<file path="config.mk">
export PLATFORM = sky130hd
export DESIGN_NAME = align_p2s_feeder
export DESIGN_NICKNAME = d
export VERILOG_FILES = /design/src/rtl/align_pkg.sv /design/src/rtl/align_sync_fifo.sv /design/src/rtl/align_p2s_feeder.sv
export SDC_FILE = /design/constraint.sdc
export NUM_CORES = 1
export LEC_CHECK = 0
export ABC_AREA = 1
export BUFFER_PORTS_ARGS = -buffer_cell sky130_fd_sc_hd__buf_4
export CAP_MARGIN = 20
export CORE_UTILIZATION = 30
export DETAILED_ROUTE_END_ITERATION = 12
export GPL_TIMING_DRIVEN = 0
export HOLD_SLACK_MARGIN = 0.06
export PLACE_DENSITY_LB_ADDON = 0.25
export SYNTH_ARGS = -nofsm -noshare
export SYNTH_HDL_FRONTEND = slang
export SYNTH_SLANG_ARGS = --single-unit
</file>
<file path="constraint.sdc">
create_clock -name clk -period 19.8 [get_ports clk]
set_input_delay 1.98 -clock clk [delete_from_list [all_inputs] [get_ports clk]]
set_output_delay 1.98 -clock clk [all_outputs]
set_load 0.02 [all_outputs]
</file>
<file path="src/rtl/align_pkg.sv">
// rtl/align_pkg.sv - shared constants, state encoding and sizing helper for the aligner family
package align_pkg;

   localparam int DATA_BIT_DEF = 256;
   localparam int SEG_NUM_DEF  = 4;

   typedef enum logic [1:0] {
      ST_HOLD = 2'b01,
      ST_RUN  = 2'b10
   } feed_state_t;

   function automatic int ptr_width(input int depth);
      return (depth > 1) ? $clog2(depth) : 1;
   endfunction

endpackage

</file>
<file path="src/rtl/align_sync_fifo.sv">
// rtl/align_sync_fifo.sv - small synchronous FIFO with flush, sized by DEPTH (power of 2)
module align_sync_fifo
   import align_pkg::*;
#(
   parameter int DATA_BIT = DATA_BIT_DEF,
   parameter int DEPTH    = 4
) (
   input  logic                  clk,
   input  logic                  rst_n,
   input  logic                  flush,
   input  logic                  wr_en,
   input  logic [DATA_BIT-1:0]   wr_data,
   input  logic                  rd_en,
   output logic [DATA_BIT-1:0]   rd_data,
   output logic                  full,
   output logic                  empty,
   output logic [$clog2(DEPTH):0] count
);

   localparam int PW = ptr_width(DEPTH);
   localparam int CW = $clog2(DEPTH) + 1;

   logic [DATA_BIT-1:0] mem [DEPTH];
   logic [PW-1:0]       wr_ptr;
   logic [PW-1:0]       rd_ptr;
   logic                do_push;
   logic                do_pop;

   assign full    = (count == CW'(DEPTH));
   assign empty   = (count == '0);
   assign do_push = wr_en && !full && !flush;
   assign do_pop  = rd_en && !empty && !flush;
   assign rd_data = mem[rd_ptr];

   always_ff @(posedge clk) begin
      if (do_push)
         mem[wr_ptr] <= wr_data;
   end

   // Pointers wrap naturally since DEPTH is a power of 2.
   always_ff @(posedge clk or negedge rst_n) begin
      if (!rst_n) begin
         wr_ptr <= '0;
         rd_ptr <= '0;
         count  <= '0;
      end else if (flush) begin
         wr_ptr <= '0;
         rd_ptr <= '0;
         count  <= '0;
      end else begin
         if (do_push)
            wr_ptr <= wr_ptr + 1'b1;
         if (do_pop)
            rd_ptr <= rd_ptr + 1'b1;
         case ({do_push, do_pop})
            2'b10:   count <= count + 1'b1;
            2'b01:   count <= count - 1'b1;
            default: count <= count;
         endcase
      end
   end

endmodule

</file>
<file path="src/rtl/align_p2s_feeder.sv">
// rtl/align_p2s_feeder.sv - paces buffered wide words into the p2s serializer, SEG_NUM cycles apart
module align_p2s_feeder
   import align_pkg::*;
#(
   parameter int DATA_BIT = DATA_BIT_DEF,
   parameter int SEG_NUM  = SEG_NUM_DEF,
   parameter int DEPTH    = 4,
   parameter int HOLDOFF  = 2
) (
   input  logic                   clk,
   input  logic                   rst_n,
   input  logic [DATA_BIT-1:0]    idata,
   input  logic                   idata_valid,
   output logic                   idata_ready,
   input  logic                   flush,
   output logic [DATA_BIT-1:0]    odata,
   output logic                   odata_valid,
   output logic [$clog2(DEPTH):0] fifo_count
);

   localparam int GW = $clog2(SEG_NUM);
   localparam int HW = (HOLDOFF > 1) ? $clog2(HOLDOFF) : 1;

   feed_state_t         state;
   feed_state_t         state_nxt;
   logic [HW-1:0]       hold_cnt;
   logic [HW-1:0]       hold_cnt_nxt;
   logic [GW-1:0]       gap_cnt;
   logic [DATA_BIT-1:0] head;
   logic                full;
   logic                empty;
   logic                push;
   logic                issue;

   // Ready looks only at registered occupancy, never at a same-cycle pop.
   assign idata_ready = rst_n && !full && !flush;
   assign push        = idata_valid && idata_ready;
   assign issue       = (state == ST_RUN) && !empty && (gap_cnt == '0) && !flush;

   align_sync_fifo #(
      .DATA_BIT (DATA_BIT),
      .DEPTH    (DEPTH)
   ) u_fifo (
      .clk     (clk),
      .rst_n   (rst_n),
      .flush   (flush),
      .wr_en   (push),
      .wr_data (idata),
      .rd_en   (issue),
      .rd_data (head),
      .full    (full),
      .empty   (empty),
      .count   (fifo_count)
   );

   always_ff @(posedge clk or negedge rst_n) begin
      if (!rst_n) begin
         state    <= ST_HOLD;
         hold_cnt <= HW'(HOLDOFF - 1);
      end else begin
         state    <= state_nxt;
         hold_cnt <= hold_cnt_nxt;
      end
   end

   always_comb begin
      state_nxt    = state;
      hold_cnt_nxt = hold_cnt;
      unique case (state)
         ST_HOLD: begin
            if (hold_cnt == '0)
               state_nxt = ST_RUN;
            else
               hold_cnt_nxt = hold_cnt - 1'b1;
         end
         ST_RUN:  state_nxt = ST_RUN;
         default: state_nxt = ST_HOLD;
      endcase
   end

   // Flush clears pacing but leaves odata holding its last issued word.
   always_ff @(posedge clk or negedge rst_n) begin
      if (!rst_n) begin
         odata       <= '0;
         odata_valid <= 1'b0;
         gap_cnt     <= '0;
      end else if (flush) begin
         odata_valid <= 1'b0;
         gap_cnt     <= '0;
      end else begin
         odata_valid <= issue;
         if (issue) begin
            odata   <= head;
            gap_cnt <= GW'(SEG_NUM - 1);
         end else if (gap_cnt != '0) begin
            gap_cnt <= gap_cnt - 1'b1;
         end
      end
   end

endmodule
</file>
==> flow_summary.yaml <==
run_status:
  run_status: "finished clean"
worst_setup_path:
  worstSetupEndpointType: "output port"
  r2r-end: "u_fifo.mem[2][119]"
  critPathMaxFanout: 99
  worstReg2RegStart: "u_fifo.count[0]"
  cp_data_arrival_time_ns: 3.73
  worstSetupPathType: "input pin to output port"
  start_kind: "input pin"
  required_ns: 17.82
  cp_slowest_stage_delay_ns: 0.48
  r2r_cells: 8
  rrSetupSlack_ns: 16.90
  crit_family: "buffers and inverters"
  critPathSlowestCell: "buf_8"
  crit_chain: "buf_8 > buf_16 > nand2_1 > nor2_1 > buf_4"
  critPathBufInv: 3
worst_hold_path:
  hold_path_depth: 2
  min_to: "hold_cnt"
  worstHoldStart: "hold_cnt"
  min_path_type: "flip-flop to flip-flop"
die:
  rows: 146
  fp.dieArea_sq_um: 163000
  io_pins: 521
  start_util_pct: 30.4
  die_w_microns: 403
  coreArea_sq_um: 159000
  dieHeight_microns: 403
synthesis:
  ys_types: 25
  netlist_area_sq_um: 48400
  ys_seq_area_share_pct: 77.5
  syn_nets: 3917
  synth-warning-count: 0
  synth_seq_cells: 1293
  syn_avg_cell_area_sq_um: 13.3
  syn_inst: 3649
cells_and_area:
  final_common_cell: "edfxtp_1"
  most-common-layout-cells: "1,024 x edfxtp_1, 789 x nand2_1, 775 x nor2_1"
  drive_gt1_share_pct: 20.5
  final_cells: 6638
  fillCellCount: 15236
  area_delta_synth_final_pct: 25.9
  final_net_count: 4634
  fin_area_sq_um: 60900
place:
  dpl.cell_count: 6365
  placed_area_sq_um: 56000
  dp.final_hpwl_microns: 95800
  numPortBuffers: 520
  gp_congestion: 0.740
clocking:
  cts_setup_buffers: 0
  clk_pin_slew_ns: 0.06
  clock_sinks: 1293
  h-tree-depth: 4
  clk_latency_ns: 0.78
  cts_tree: "yes"
  ctsResizeCount: 0
  ctsHoldBuffers: 0
  clock_path_buffers: 3
  cts_buffers: 145
  ctsRootBufferMaster: "clkbuf_16"
timing:
  rsz0062_at_grt: "false"
  drv_slew: 0
  fmax_mhz: 175
  slew_headroom_pct: 32.9
  finalSetupViolations: 0
  tightestPinTransition_ns: 1.01
  fin_skew_ns: 0.0383
  min_period_ns: 5.71
  hold_violations: 0
  finalSetupTns_ns: 0
  hold_ws_ns: 0.439
  period_share_pct: 28.8
grt:
  antenna_found_initial: 25
  grt_pass1_vias: 31088
  track_usage_pct: 17.3
  grt_max_degree: 100
  grt_first_pass_wirelength_microns: 208000
  grt-ovfl-total: 0
flow_run:
  maxCapViolCount: 0
routing:
  wirelength_microns: 143000
  via_per_inst: 4.67
  ant_nets: 0
  dr_total_vias: 30981
  avgRoutedWirePerCell_microns: 21.6
  drc: 0
  drtIter0Drc: 2035
  first_pass_iters: 6
power_and_ir_drop:
  p_leak_nw: 23.1
  powerDensity_nw_per_um2: 139
  power_mw: 8.47
  ir_drop_mv: 0.0893
## tightest hold or removal path: stages (launching register included)
cell and delay, ns:
dfstp_2 0.37, inv_1 0.04, nor2_1 0.03
## per-layer routing
| metal | track usage (%) | wire, microns | up-vias |
|---|---|---|---|
| li1 | - | - | 14469 |
| met2 | 27.7 | 67500 | 858 |
| met3 | 4.98 | 10400 | 218 |
| met5 | 0 | 227 | - |
| met1 | 22.8 | 61600 | 15400 |
| met4 | 4.80 | 3300 | 36 |
## sequential cells by signal, summed over array words and instances (netlist names)
register and flops:
hold_cnt 1, u_fifo.rd_ptr 2, odata 256, gap_cnt 2, u_fifo.mem 1024, odata_valid 1, u_fifo.count 3, u_fifo.wr_ptr 2
state 2
## how the worst max path moves through the flow
stage	depth (start not counted)	endpoint	startpoint	slack [ns]
4_1_cts	5	idata_ready	rst_n	14.07
2_1_floorplan	4	u_fifo.mem[0][0]	flush	5.97
6_report	5	idata_ready	rst_n	14.09
3_3_place_gp	4	u_fifo.mem[3][144]	rst_n	-8.00
5_1_grt	5	idata_ready	rst_n	13.86
3_5_place_dp	9	u_fifo.mem[2][104]	rst_n	13.97
## logic make-up after synthesis
kind of cell | after synthesis | synth area share, %
AO/OA/AOI/OAI | 520 | 7.37
AND/OR/NAND/NOR | 1581 | 12.4
adder cells (fa/ha/maj) | 8 | 0.223
XOR/XNOR | 1 | 0.0181
flip-flops | 1293 | 77.5
buffers and inverters | 246 | 2.51
## power by group
| part | internal [mW] | leakage [nW] | switching [mW] | total (mW) |
|---|---|---|---|---|
| logic | 0.814 | 8.14 | 1.51 | 2.33 |
| registers | 3.25 | 12.6 | 0.185 | 3.43 |
| clock network | 1.59 | 2.36 | 1.12 | 2.71 |
## final cells by class
cell class | instances | area [sq um] | area share, %
flip-flops and latches | 1293 | 37500 | 61.6
multi-input cells | 2110 | 9690 | 15.9
repair buffers | 570 | 4970 | 8.16
clock buffers | 202 | 4070 | 6.68
well taps | 2146 | 2690 | 4.41
plain buffers | 226 | 1140 | 1.87
clock inverters | 66 | 783 | 1.29
inverters | 20 | 76.3 | 0.125
diodes | 5 | 12.5 | 0.0205
## synth_stat cells
library cell | number | area share (%)
nand3b_4 | 1 | 0.041
o21ai_0 | 261 | 2.7
fa_1 | 1 | 0.041
buf_6 | 14 | 0.33
inv_2 | 2 | 0.016
ha_1 | 7 | 0.18
edfxtp_1 | 1024 | 64
clkbuf_1 | 100 | 0.78
dfrtp_1 | 267 | 14
o21bai_1 | 1 | 0.016
nand2_1 | 789 | 6.1
nand3_1 | 8 | 0.083
buf_1 | 5 | 0.039
xnor2_1 | 1 | 0.018
clkinv_2 | 1 | 0.010
nor2_1 | 779 | 6.0
dfstp_2 | 2 | 0.11
buf_2 | 87 | 0.90
nor3_1 | 1 | 0.010
o32ai_1 | 256 | 4.6
nand2_2 | 2 | 0.026
a21oi_1 | 2 | 0.021
buf_4 | 20 | 0.31
nor2_4 | 1 | 0.023
inv_1 | 17 | 0.13
## per-stage QoR
stage	setup slack, ns	utilization, %
after CTS	14.07	38.3
after floorplan	5.97	-
final	14.09	38.3
after global placement	-8.00	34.5
after global routing	13.86	38.3
after detailed placement	13.97	35.2
Power figures use the tool's default switching activity.
